$ cat config.mk
export PLATFORM = sky130hd
export DESIGN_NAME = lsu_dmem_port
export DESIGN_NICKNAME = d
export VERILOG_FILES = /design/src/rtl/lsu_dmem_port.sv
export SDC_FILE = /design/constraint.sdc
export NUM_CORES = 1
export LEC_CHECK = 0
export ABC_AREA = 0
export ABC_CLOCK_PERIOD_IN_PS = 2800
export CAP_MARGIN = 20
export CORE_UTILIZATION = 55
export DETAILED_ROUTE_END_ITERATION = 10
export HOLD_SLACK_MARGIN = 0.06
export PLACE_DENSITY_LB_ADDON = 0.25
export SETUP_SLACK_MARGIN = 0.02
export SKIP_CTS_REPAIR_TIMING = 1
export SYNTH_ARGS = -nofsm -noshare
export SYNTH_HDL_FRONTEND = slang
export SYNTH_SLANG_ARGS = --single-unit
$ cat constraint.sdc
create_clock -name clk -period 2.8 [get_ports clk]
set_input_delay 0.56 -clock clk [delete_from_list [all_inputs] [get_ports clk]]
set_output_delay 0.56 -clock clk [all_outputs]
set_load 0.02 [all_outputs]
$ cat src/rtl/lsu_dmem_port.sv
// Load/store unit initiator for the data-memory port: serialises stores into single-lane writes, splits misaligned accesses.
// Latency from the request-handshake cycle to rsp_valid: aligned load 2, split load 3, store 1+bytes, illegal funct3 1.
// One transaction in flight: req_ready only in IDLE; rsp_valid/rsp_rdata/rsp_err held until rsp_ready.
//
// Ports: clk/rst_n (async active-low); req_* request (valid/ready, we, funct3, addr, wdata);
//        rsp_* response (valid/ready, rdata, err); daddr/dwdata/we registered memory drive, drdata combinational return.
// Optional feature: define LSU_MISALIGN_TRAP_EN to trap (rsp_err=1, no access) any access touching the next word.
module lsu_dmem_port #(
    parameter int ADDR_W = 32,
    parameter int DATA_W = 32
) (
    input  logic              clk,
    input  logic              rst_n,
    input  logic              req_valid,
    output logic              req_ready,
    input  logic              req_we,
    input  logic [2:0]        req_funct3,
    input  logic [ADDR_W-1:0] req_addr,
    input  logic [DATA_W-1:0] req_wdata,
    output logic              rsp_valid,
    input  logic              rsp_ready,
    output logic [DATA_W-1:0] rsp_rdata,
    output logic              rsp_err,
    output logic [ADDR_W-1:0] daddr,
    output logic [DATA_W-1:0] dwdata,
    output logic [3:0]        we,
    input  logic [DATA_W-1:0] drdata
);

    typedef enum logic [2:0] {IDLE, LD_LO, LD_HI, ST, RESP} state_t;

    state_t              state;
    logic [2:0]          f3_q;
    logic [1:0]          off_q;
    logic [ADDR_W-1:0]   lo_q, hi_q;
    logic [7:0]          mask_q;      // pending byte lanes over {hi word, lo word}
    logic [63:0]         wide_q;      // store data pre-shifted into its lanes over {hi, lo}
    logic [DATA_W-1:0]   lo_data_q;

    // Request decode (only consumed in IDLE).
    logic [ADDR_W-1:0]   req_lo, req_hi;
    logic [3:0]          req_size;
    logic [7:0]          req_mask;
    logic [63:0]         req_wide;
    logic                req_legal, req_trap;

    assign req_lo   = {req_addr[ADDR_W-1:2], 2'b00};
    assign req_hi   = req_lo + ADDR_W'(4);          // wraps at the top of the address space
    assign req_mask = {4'b0000, req_size} << req_addr[1:0];
    assign req_wide = {32'b0, req_wdata} << {req_addr[1:0], 3'b000};

    always_comb begin
        req_size = 4'b1111;
        case (req_funct3[1:0])
            2'd0:    req_size = 4'b0001;
            2'd1:    req_size = 4'b0011;
            default: req_size = 4'b1111;
        endcase
        req_legal = 1'b0;
        case (req_funct3)
            3'd0, 3'd1, 3'd2, 3'd4, 3'd5: req_legal = 1'b1;
            default:                      req_legal = 1'b0;
        endcase
`ifdef LSU_MISALIGN_TRAP_EN
        req_trap = |req_mask[7:4];
`else
        req_trap = 1'b0;
`endif
    end

    // Next store lane: taken from the incoming request in IDLE, else from the pending mask.
    logic [7:0]        st_src_mask, st_rem;
    logic [63:0]       st_src_wide;
    logic [ADDR_W-1:0] st_addr;
    logic [2:0]        st_idx;
    logic [7:0]        st_byte;
    logic [3:0]        st_we;
    logic [DATA_W-1:0] st_dat;

    always_comb begin
        st_src_mask = (state == IDLE) ? req_mask : mask_q;
        st_src_wide = (state == IDLE) ? req_wide : wide_q;
        st_idx = 3'd0;
        for (int i = 7; i >= 0; i--) begin
            if (st_src_mask[i]) st_idx = 3'(i);
        end
        if (state == IDLE) st_addr = st_idx[2] ? req_hi : req_lo;
        else               st_addr = st_idx[2] ? hi_q : lo_q;
        st_byte = st_src_wide[{st_idx, 3'b000} +: 8];
        st_we   = 4'b0001 << st_idx[1:0];
        st_dat  = DATA_W'(st_byte) << {st_idx[1:0], 3'b000};
        st_rem  = st_src_mask & ~(8'b0000_0001 << st_idx);
    end

    // Align the {hi, lo} pair to the access offset, then extend per width code.
    function automatic logic [31:0] extract(input logic [63:0] pair, input logic [1:0] off,
                                            input logic [2:0] f3);
        logic [63:0] sh;
        sh = pair >> {off, 3'b000};
        case (f3)
            3'd0:    extract = {{24{sh[7]}}, sh[7:0]};
            3'd1:    extract = {{16{sh[15]}}, sh[15:0]};
            3'd4:    extract = {24'b0, sh[7:0]};
            3'd5:    extract = {16'b0, sh[15:0]};
            default: extract = sh[31:0];
        endcase
    endfunction

    always_ff @(posedge clk or negedge rst_n) begin
        if (!rst_n) begin
            state     <= IDLE;
            req_ready <= 1'b1;
            rsp_valid <= 1'b0;
            rsp_rdata <= '0;
            rsp_err   <= 1'b0;
            daddr     <= '0;
            dwdata    <= '0;
            we        <= 4'b0000;
            f3_q      <= 3'd0;
            off_q     <= 2'd0;
            lo_q      <= '0;
            hi_q      <= '0;
            mask_q    <= 8'd0;
            wide_q    <= 64'd0;
            lo_data_q <= '0;
        end else begin
            case (state)
                IDLE: begin
                    if (req_valid) begin
                        f3_q      <= req_funct3;
                        off_q     <= req_addr[1:0];
                        lo_q      <= req_lo;
                        hi_q      <= req_hi;
                        wide_q    <= req_wide;
                        req_ready <= 1'b0;
                        if (!req_legal || req_trap) begin
                            rsp_rdata <= '0;
                            rsp_err   <= 1'b1;
                            rsp_valid <= 1'b1;
                            state     <= RESP;
                        end else if (req_we) begin
                            // First lane is presented straight away so every ST cycle writes one byte.
                            daddr  <= st_addr;
                            we     <= st_we;
                            dwdata <= st_dat;
                            mask_q <= st_rem;
                            state  <= ST;
                        end else begin
                            daddr  <= req_lo;
                            mask_q <= req_mask;
                            state  <= LD_LO;
                        end
                    end
                end
                LD_LO: begin
                    if (|mask_q[7:4]) begin
                        lo_data_q <= drdata;
                        daddr     <= hi_q;
                        state     <= LD_HI;
                    end else begin
                        rsp_rdata <= extract({32'b0, drdata}, off_q, f3_q);
                        rsp_err   <= 1'b0;
                        rsp_valid <= 1'b1;
                        state     <= RESP;
                    end
                end
                LD_HI: begin
                    rsp_rdata <= extract({drdata, lo_data_q}, off_q, f3_q);
                    rsp_err   <= 1'b0;
                    rsp_valid <= 1'b1;
                    state     <= RESP;
                end
                ST: begin
                    if (mask_q == 8'd0) begin
                        we        <= 4'b0000;
                        dwdata    <= '0;
                        rsp_rdata <= '0;
                        rsp_err   <= 1'b0;
                        rsp_valid <= 1'b1;
                        state     <= RESP;
                    end else begin
                        daddr  <= st_addr;
                        we     <= st_we;
                        dwdata <= st_dat;
                        mask_q <= st_rem;
                    end
                end
                RESP: begin
                    if (rsp_ready) begin
                        rsp_valid <= 1'b0;
                        req_ready <= 1'b1;
                        state     <= IDLE;
                    end
                end
                default: state <= IDLE;
            endcase
        end
    end

endmodule
Word-level counts from Yosys, hierarchy flattened
Index checks and enable logic that the tools add are counted.
W data, S select, Z words.
Operators by class
  equal/unequal tests: 21
  shift-type cells: 8
  bitwise logic cells: 2
  multiplexer cells: 62
  reduce and logical (&&, ||, !) cells: 21
  add/sub/neg operators: 1
Operator list (number)
  $mux W32: 16
  $pmux W32 S4: 3
  $pmux W32 S3: 1
  $mux W64: 1
  $pmux W32 S2: 1
  $shiftx A64 B7 Y8: 1
  $shl A32 B5 Y64: 1
  $shr A64 B5 Y32: 1
  $mux W8: 5
  $mux W3: 13
  $add A32 B3 Y32 const B: 1
  $shl A8 B5 Y32: 1
  $shr A32 B5 Y32: 1
  $ne A2 B2 Y1 const B: 9
  $mux W4: 4
  $pmux W4 S2: 2
  $pmux W8 S2: 1
  $eq A3 B3 Y1 const B: 5
  $pmux W3 S5: 1
  $mux W1: 10
  $reduce_and A5 Y1: 2
  $eq A3 B1 Y1 const B: 3
  $eq A3 B2 Y1 const B: 3
  $logic_not A3 Y1: 3
  22 further kinds: 26
Word-level totals
  word-level logic and storage cells: 130
  input bits: 104
  output and inout port bits: 103
  register bits: 277

Longest topological paths before layout
Gate-level depths: netlist of run 1.
  depth in word-level cells: 19
  depth in mapped cells: 9

Worst setup path before layout of run 1
OpenSTA, ideal clock, no wires.
  path type: in2reg
  start point: in req_funct3[1]
  end point: reg rsp_rdata[24]
  stages on the path: 8
  arrival: 2351 ps
  setup slack: 372 ps
  data required time: 2724 ps
  cell sequence: clkbuf_1 > o21a_1 > a21boi_0 > or4_1 > buf_2 > or4_1 > buf_2 > o21ai_1
Between the ends
  cells in the longest elaborated chain, start to end: 5
Ends and longest elaborated chain
  from (decl): RTL line 17  | input logic [2:0] req_funct3,
  $eq A3 B1 Y1, or another cell as far along: RTL line 60  | case (req_funct3)
  $reduce_or A5 Y1 (*): RTL line 60
  $mux W1 (*): RTL line 60
  $ne A2 B2 Y1 (no line) (*)
  $reduce_and A5 Y1 (no line) (*)
  to (signal assigned): RTL line 161  | rsp_rdata <= extract({32'b0, drdata}, off_q, f3_q);
  to (signal assigned): RTL line 168  | rsp_rdata <= extract({drdata, lo_data_q}, off_q, f3_q);
  to (decl): RTL line 22  | output logic [DATA_W-1:0] rsp_rdata,
Mark *: on every way between the ends. The rest lies on a longest branch, timed or not.
A chain may end at the register's enable or synchronous reset.

Worst setup path in the final report of run 1
  start point: reg mask_q[6]
  end point: reg rsp_rdata[25]
Between the ends
  cells in the longest elaborated chain, start to end: 3
Ends and longest elaborated chain
  from (decl): RTL line 36  | logic [7:0] mask_q;
  from (signal assigned): RTL line 146  | mask_q <= st_rem;
  from (signal assigned): RTL line 150  | mask_q <= req_mask;
  from (signal assigned): RTL line 185  | mask_q <= st_rem;
  $logic_not A8 Y1 / $reduce_or A4 Y1 (equally long branches): RTL line 174, 156
  $ne A2 B2 Y1 (no line)
  $reduce_and A5 Y1 (no line) (*)
Marks and branches as above.

==> impl_metrics.toml, run 1 <==
[drt]
first_pass_iters = 6
final_antenna_net_count = 0
vias = 13900
initialDrtViolationCount = 1694
avgRoutedWirePerCell_um = 19.7
route.detailed.drc = 0
routed_wl_mm = 43.6
avgViaCountPerCell = 6.29

[timing]
whs_ps = 468
slew_headroom = 0.367
skew_ps = 12.9
setup_tns_ps = 0
finalHoldViolations = 0
max_slew.worst_pin.slew_ps = 946
max_freq_mhz = 387
setup_violations = 0
fin_crit_ps = 2580
period_share = 0.923
slew_violations = 0
rsz0062_at_grt = "false"

[synthesis]
synth_area_um2 = 14500
ys_ff_latch = 265
synth_cells = 1658
synth_cell_types = 66
yosysWarningCount = 0
yosysSeqAreaShare = 0.459
synth-edff-count = 0
yosys_most_used_dff = "dfrtp_1"
syn_area_per_cell_um2 = 8.72
ys_async_sr_fraction = 1.00

[floorplan]
die_w_um = 164
start_util = 0.567
ioPinCount = 207
design.die.area_um2 = 26900
fp-row-count = 58
die_height_um = 164
core_area_um2 = 25500

[clocking]
cts.clk_slew.worst_paths_ps = 60
cts_tree = "done"
cts-htree-levels = 1
clk_path_buf_depth = 3
root_buffer = "clkbuf_16"
clkSinkCount = 265
cts_buffers = 28
clk-insertion-delay-late_ps = 550

[global_routing]
grt_pass1_wl_mm = 69.9
grt_pass1_vias = 13300
grt_usage = 0.327
grt_antenna_before_repair = 1
grt_max_degree = 118
grt-ovfl-total = 0

[finish]
final_area_um2 = 18300
final_cells = 2216
fin_nets = 1968
drive_gt1_frac = 0.137
area_growth_pct = 26.6
final_util = 0.718

[critical_path]
slowest_delay_ps = 680
path_buf_inv = 0
crit_path_frequent_cell = "or4_1"
crit_slowest_cell = "or4_1"
start_kind = "flip-flop"
cp_cell_sequence = "nor4_4 -> a211oi_1 -> or4_1 -> or4_1 -> o21ai_1"
worstSetupEndpointType = "flip-flop"
arrival_ps = 3050
worstSetupPathType = "flip-flop to flip-flop"
rr_worst_depth = 5
critical_path.top_delay_family = "simple AND/OR/NAND/NOR gates"
crit_required_ps = 3270
cp_num_cells = 5
crit_fanout = 8

[outcome]
status = "complete, no violations"

[pwr]
switchingPower_mw = 9.24
combPwrFrac = 0.506
ir_drop_v = 0.000731
clkPwrFrac = 0.181
netSwitchingFraction = 0.426
internal_power_mw = 12.5
power_density_nw_per_um2 = 1190
seqPwrFrac = 0.313
p_leak_nw = 7.94

[min_path]
whs_path_depth = 2
hp-class = "flip-flop to flip-flop"

[placement]
dp_cells = 2162
postPlaceCellArea_um2 = 17300
dp_hpwl_mm = 29.3
io_buffers = 204
place.gp.congestion = 0.931

[job]
drv_cap = 0
metal layers:
layer,track usage,wire (um),up-vias
met5,0,0,-
met4,0.134,1540,0
met3,0.0472,4290,122
met2,0.506,20000,824
met1,0.461,17800,6666
li1,-,-,6326
path summary, 6_finish.rpt:
kind	start	slack, ps	endpoint
max	mask_q[6]	220	rsp_rdata[25]
min	wide_q[13]	470	wide_q[13]
max reg2reg	mask_q[6]	220	rsp_rdata[25]
min reg2reg	wide_q[13]	470	wide_q[13]
max in group asynchronous	rst_n	1470	wide_q[23]
min in group asynchronous	rst_n	590	lo_data_q[13]
cells by family (layout without fill, tap and decap cells):
| logic type | count (synthesis) | after routing | synth area share |
|---|---|---|---|
| xor+xnor | 29 | 29 | 0.0176 |
| flops | 265 | 265 | 0.459 |
| fa+ha+maj | 1 | 1 | 0.000865 |
| buf+inv | 159 | 385 | 0.0433 |
| compound gates | 450 | 450 | 0.194 |
| simple gates | 637 | 637 | 0.191 |
| mux | 116 | 116 | 0.0935 |
| other cells | 1 | 3 | 0.000259 |
through the flow:
step / setup WS [ps] / power (mW)
floorplan: 372 / 13.4
global placement: -18.2 / 17.2
detailed placement: -44.5 / 17.6
CTS: 240 / 21.6
global route: 80.4 / 23.0
finish: 216 / 21.7
state kept, by name (all words and copies together), names as in the netlist, 3 cells and up:
signal	flops
dwdata	32
mask_q	8
we	4
f3_q	3
hi_q	30
daddr	30
state	3
lo_data_q	32
lo_q	30
wide_q	56
rsp_rdata	32
worst min-delay path, cell delays in order, from the launching register on:
cell and delay [ps]:
dfrtp_1 340, nand2_1 50, nand2_1 50
cells in the final DEF (no fill, tap or decap), types with 11 or more instances in the layout:
cell / netlist / routed
nand2_1: 360 / 360
dfrtp_1: 264 / 262
clkdlybuf4s50_1: 0 / 203
o21ai_0: 156 / 156
nor2_1: 118 / 118
buf_4: 2 / 102
a21oi_1: 81 / 80
mux2_2: 72 / 72
a31oi_1: 42 / 42
nand3_1: 42 / 41
mux2i_1: 36 / 36
and3_1: 33 / 32
clkbuf_16: 0 / 29
nor3_1: 27 / 27
a311oi_1: 26 / 26
a211oi_1: 20 / 20
xor2_1: 18 / 18
a221oi_1: 17 / 17
o22ai_1: 17 / 17
inv_1: 16 / 16
o221ai_1: 15 / 15
nor2b_1: 14 / 13
nand4_1: 12 / 12
o31ai_1: 11 / 11
xnor2_1: 11 / 11
o21ai_1: 11 / 11
synth_stat cells, types with 12 or more instances:
library cell,n,share of area
dfrtp_1,264,0.46
nand3_1,42,0.015
a211oi_1,20,0.010
o221ai_1,15,0.0091
nor2b_1,14,0.0061
clkbuf_1,119,0.031
nand2_1,360,0.093
mux2i_1,36,0.025
o21ai_0,156,0.054
a21oi_1,81,0.028
a221oi_1,17,0.010
nor2_1,118,0.031
a311oi_1,26,0.016
xor2_1,18,0.011
o22ai_1,17,0.0074
and3_1,33,0.014
mux2_2,72,0.056
nand4_1,12,0.0052
nor3_1,27,0.0093
a31oi_1,42,0.018
inv_1,16,0.0042
power groups by stage:
stage / clock (mW) / sequential (mW) / combinational (mW)
after global routing: 4.09 / 6.99 / 11.9
final: 3.92 / 6.79 / 11.0
after CTS: 3.95 / 6.77 / 10.9
after floorplan: 0 / 7.16 / 6.22
after global placement: 0 / 6.72 / 10.5
after detailed placement: 0 / 6.81 / 10.8
area by class of cell:
| cell class | count | area, um2 |
|---|---|---|
| timing repair buffer | 314 | 2960 |
| multi-input combinational | 1235 | 7240 |
| inverter | 19 | 71.3 |
| antenna | 1 | 2.50 |
| tap | 330 | 413 |
| clock inverter | 12 | 138 |
| sequential | 265 | 6640 |
| fill | 1898 | 7170 |
| clock buffer | 40 | 837 |
(Power assumes the default switching activity.)
==> inputs of run 2 (changes only) <==
PLACE_DENSITY = 0.82   (was not set)
PLACE_DENSITY_LB_ADDON = not set   (was 0.25)
==> run 2 against run 1 <==
Clock power about the same. Final cell count down 0.36%. Power up 0.88%. Fmax down 1.8%. Critical endpoint is now rsp_rdata[29]. Critical path type unchanged. Combinational power about the same.
==> impl_metrics.toml, run 2 (synthesized netlist as in run 1, its figures left out) <==
[finish]
final_cells = 2208
fin_nets = 1963
final_common_cell = "nand2_1"
drive_gt1_frac = 0.134
area_growth_pct = 26.6
final_util = 0.718
largest_register = "wide_q"
final_area_um2 = 18300
final_cell_mix = "nand2_1, dfrtp_1, clkdlybuf4s50_1"
largest_reg_flops = 56

[global_routing]
grt_pass1_vias = 13500
grt_max_degree = 86
grt_antenna_before_repair = 0
grt_usage = 0.331
grt_pass1_wl_mm = 70.8
grt-ovfl-total = 0

[timing]
max_slew.worst_pin.slew_ps = 1090
max_freq_mhz = 380
setup_tns_ps = 0
skew_ps = 22.5
fin_crit_ps = 2630
setup_ws_ps = 168
whs_ps = 469
slew_headroom = 0.269
period_share = 0.940
finalHoldViolations = 0
setup_violations = 0
rsz0062_at_grt = "true"
slew_violations = 0

[pwr]
netSwitchingFraction = 0.425
combPwrFrac = 0.513
seqPwrFrac = 0.309
power_mw = 21.9
switchingPower_mw = 9.32
p_leak_nw = 7.92
clkPwrFrac = 0.178
power_density_nw_per_um2 = 1200
ir_drop_v = 0.000657
internal_power_mw = 12.6

[clocking]
cts.clk_slew.worst_paths_ps = 70
clk-insertion-delay-late_ps = 550
clkSinkCount = 265
clk_path_buf_depth = 3
cts_buffers = 28
root_buffer = "clkbuf_16"
cts-htree-levels = 1
cts_tree = "done"

[floorplan]
die_height_um = 164
core_area_um2 = 25500
die_w_um = 164
fp-row-count = 58
design.die.area_um2 = 26900
start_util = 0.567
ioPinCount = 207

[critical_path]
crit_fanout = 8
start_kind = "flip-flop"
worstSetupEndpointType = "flip-flop"
arrival_ps = 3090
crit_required_ps = 3260
worstSetupPathType = "flip-flop to flip-flop"

[outcome]
status = "complete, no violations"

[drt]
final_antenna_net_count = 0
vias = 14100
avgRoutedWirePerCell_um = 20.0
routed_wl_mm = 44.1
first_pass_iters = 6
avgViaCountPerCell = 6.38
initialDrtViolationCount = 1861
route.detailed.drc = 0

[placement]
place_ws_ps = -60.4
dp_cells = 2157
io_buffers = 204
postPlaceCellArea_um2 = 17300
dp_hpwl_mm = 29.5
place.gp.congestion = 0.919

[job]
drv_cap = 0

[min_path]
hp-class = "flip-flop to flip-flop"
## run 2: power by group through the flow
stage / clock [mW] / sequential, mW / combinational, mW
6_report: 3.90 / 6.77 / 11.2
5_1_grt: 4.09 / 6.96 / 12.2
4_1_cts: 3.94 / 6.74 / 11.0
3_5_place_dp: 0 / 6.78 / 10.9
3_3_place_gp: 0 / 6.69 / 10.6
2_1_floorplan: 0 / 7.16 / 6.22
## run 2: final timing paths
check | startpoint | to | slack [ps] | depth (start not counted)
hold reg to reg | wide_q[1] | wide_q[1] | 470 | 2
setup reg to reg | mask_q[1] | rsp_rdata[29] | 170 | 5
max in group asynchronous | rst_n | wide_q[18] | 1460 | 3
hold / removal | wide_q[1] | wide_q[1] | 470 | 2
min in group asynchronous | rst_n | rsp_rdata[29] | 540 | 2
setup / recovery | mask_q[1] | rsp_rdata[29] | 170 | 5
## run 2: metal layers
metal  up-vias  share of wire  global-route usage
met4         0          0.029               0.129
met3       115           0.10              0.0634
met1      6806           0.40               0.450
met2       841           0.47               0.523
met5         -              0                   0
li1       6316              -                   -
## run 2: area by class of cell
type / count / area (um2)
repair buffers: 309 / 2960
inverters: 19 / 71.3
well taps: 330 / 413
multi-input cells: 1235 / 7260
diodes: 1 / 2.50
flip-flops and latches: 265 / 6640
clock buffers: 40 / 807
fillers: 1881 / 7170
clock inverters: 9 / 149
## run 2: worst max-delay path, stage by stage (launching register included)
cell and delay (ps):
dfrtp_1 470, nor4_4 450, a211oi_1 250, or4_1 490, or4_1 680, o21ai_1 210
==> inputs of run 3 (changes only) <==
--- a/config.mk
+++ b/config.mk
@@ -9,4 +9,5 @@
 export ABC_CLOCK_PERIOD_IN_PS = 2800
 export CAP_MARGIN = 20
+export CORE_MARGIN = 4
 export CORE_UTILIZATION = 55
 export DETAILED_ROUTE_END_ITERATION = 10
==> constraint.sdc (replaced) <==
create_clock -name clk -period 2.8 [get_ports clk]
set_input_delay 0.56 -clock clk [delete_from_list [all_inputs] [get_ports clk]]
set_output_delay 0.56 -clock clk [all_outputs]
set_load 0.05 [all_outputs]
==> run 3 against run 2 <==
Flip-flop and latch count unchanged. Final cell count up 0.45%. Via count up 0.73%. Fmax down 1.0%. Global-route usage down 2.7 points. Clock skew about the same. Routed wire length up 3.8%. Critical endpoint is now dwdata[16]. Largest cell class unchanged. Largest power group unchanged. Highest routed layer unchanged.
==> impl_metrics.toml, run 3 (synthesized netlist as in run 1, its figures left out) <==
[outcome]
status = "complete, no violations"

[drt]
final_antenna_net_count = 0
route.detailed.drc = 0
avgViaCountPerCell = 6.39
initialDrtViolationCount = 1826
first_pass_iters = 6
avgRoutedWirePerCell_um = 20.6
vias = 14200
routed_wl_mm = 45.8

[finish]
area_growth_pct = 26.3
antenna_cells = 0
final_cell_mix = "nand2_1, dfrtp_1, clkdlybuf4s50_1"
drive_gt1_frac = 0.136
final_common_cell = "nand2_1"
final_area_um2 = 18300
fin_nets = 1965
largest_register = "wide_q"
largest_reg_flops = 56

[pwr]
p_leak_nw = 7.92
ir_drop_v = 0.000857
power_density_nw_per_um2 = 1260

[critical_path]
arrival_ps = 3070
crit_fanout = 10
crit_slowest_cell = "nor3_2"
slowest_delay_ps = 490
cp_cell_sequence = "buf_4 -> nor3_2 -> o21ai_1 -> buf_4 -> o221ai_1 -> a31oi_1 -> a2bb2oi_1 -> o21ai_0"
critical_path.top_delay_family = "compound AO/OA/AOI/OAI gates"
worstSetupEndpointType = "flip-flop"
path_buf_inv = 2
crit_required_ps = 3210
crit_path_frequent_cell = "buf_4"
worstSetupPathType = "flip-flop to flip-flop"
start_kind = "flip-flop"

[timing]
slew_headroom = 0.402
setup_violations = 0
slew_violations = 0
skew_ps = 23.0
period_share = 0.950
max_freq_mhz = 376
max_slew.worst_pin.slew_ps = 894
setup_ws_ps = 141
rsz0062_at_grt = "false"
whs_ps = 474
fin_crit_ps = 2660
finalHoldViolations = 0

[floorplan]
die_height_um = 170
start_util = 0.556
ioPinCount = 207
fp-row-count = 59
die_w_um = 170
design.die.area_um2 = 28900
core_area_um2 = 26000

[clocking]
clkSinkCount = 265
clk-insertion-delay-late_ps = 560
cts_buffers = 29
cts_tree = "done"
clk_path_buf_depth = 3
cts-htree-levels = 1
cts.clk_slew.worst_paths_ps = 60
root_buffer = "clkbuf_16"

[placement]
place.gp.congestion = 0.946
io_buffers = 204
dp_hpwl_mm = 31.0
place_ws_ps = -135
postPlaceCellArea_um2 = 17300

[global_routing]
grt-ovfl-total = 0
grt_antenna_before_repair = 0
grt_pass1_wl_mm = 72.0
grt_usage = 0.304
grt_max_degree = 142
grt_pass1_vias = 13600

[min_path]
hp-class = "flip-flop to flip-flop"

[job]
drv_cap = 0
[run 3: power breakdown]
group	switching [mW]	internal [mW]	total (mW)	leakage [nW]
registers	1.30	5.56	6.86	3.30
logic	7.88	4.51	12.4	4.15
clock network	1.59	2.21	3.79	0.470
total	10.8	12.3	23.0	7.92
[run 3: worst paths after layout]
kind / cells after the start / from / slack [ps] / end
hold / removal: 2 / wide_q[8] / 470 / wide_q[8]
setup / recovery: 8 / state[0] / 140 / dwdata[16]
hold reg to reg: 2 / wide_q[8] / 470 / wide_q[8]
max in group asynchronous: 3 / rst_n / 1480 / req_ready
setup reg to reg: 8 / state[0] / 140 / dwdata[16]
min in group asynchronous: 2 / rst_n / 540 / lo_data_q[13]
[run 3: tightest hold or removal path, stage by stage, from the launching register on]
cell	delay, ps
dfrtp_1	340
nand2_1	50
nand2_1	50
[run 3: layout make-up]
cell class,instances,area (um2)
flip-flops and latches,265,6640
multi-input cells,1235,7250
clock buffers,45,866
fillers,1997,7720
well taps,335,419
repair buffers,310,2950
inverters,19,71.3
clock inverters,9,73.8
[run 3: metal layers]
layer / GRT usage / share of wire
met1: 0.415 / 0.39
met2: 0.488 / 0.47
met3: 0.0502 / 0.10
met4: 0.118 / 0.037
met5: 0 / 0
[run 3: metrics by stage]
stage	power, mW	instances	util	setup TNS (ps)
after floorplan	14.8	1659	-	0
after global placement	18.6	2162	0.665	-326
after detailed placement	19.0	2162	0.665	-1040
after CTS	22.8	2216	0.702	0
after global routing	24.3	2218	0.703	0
final	23.0	2218	0.703	0
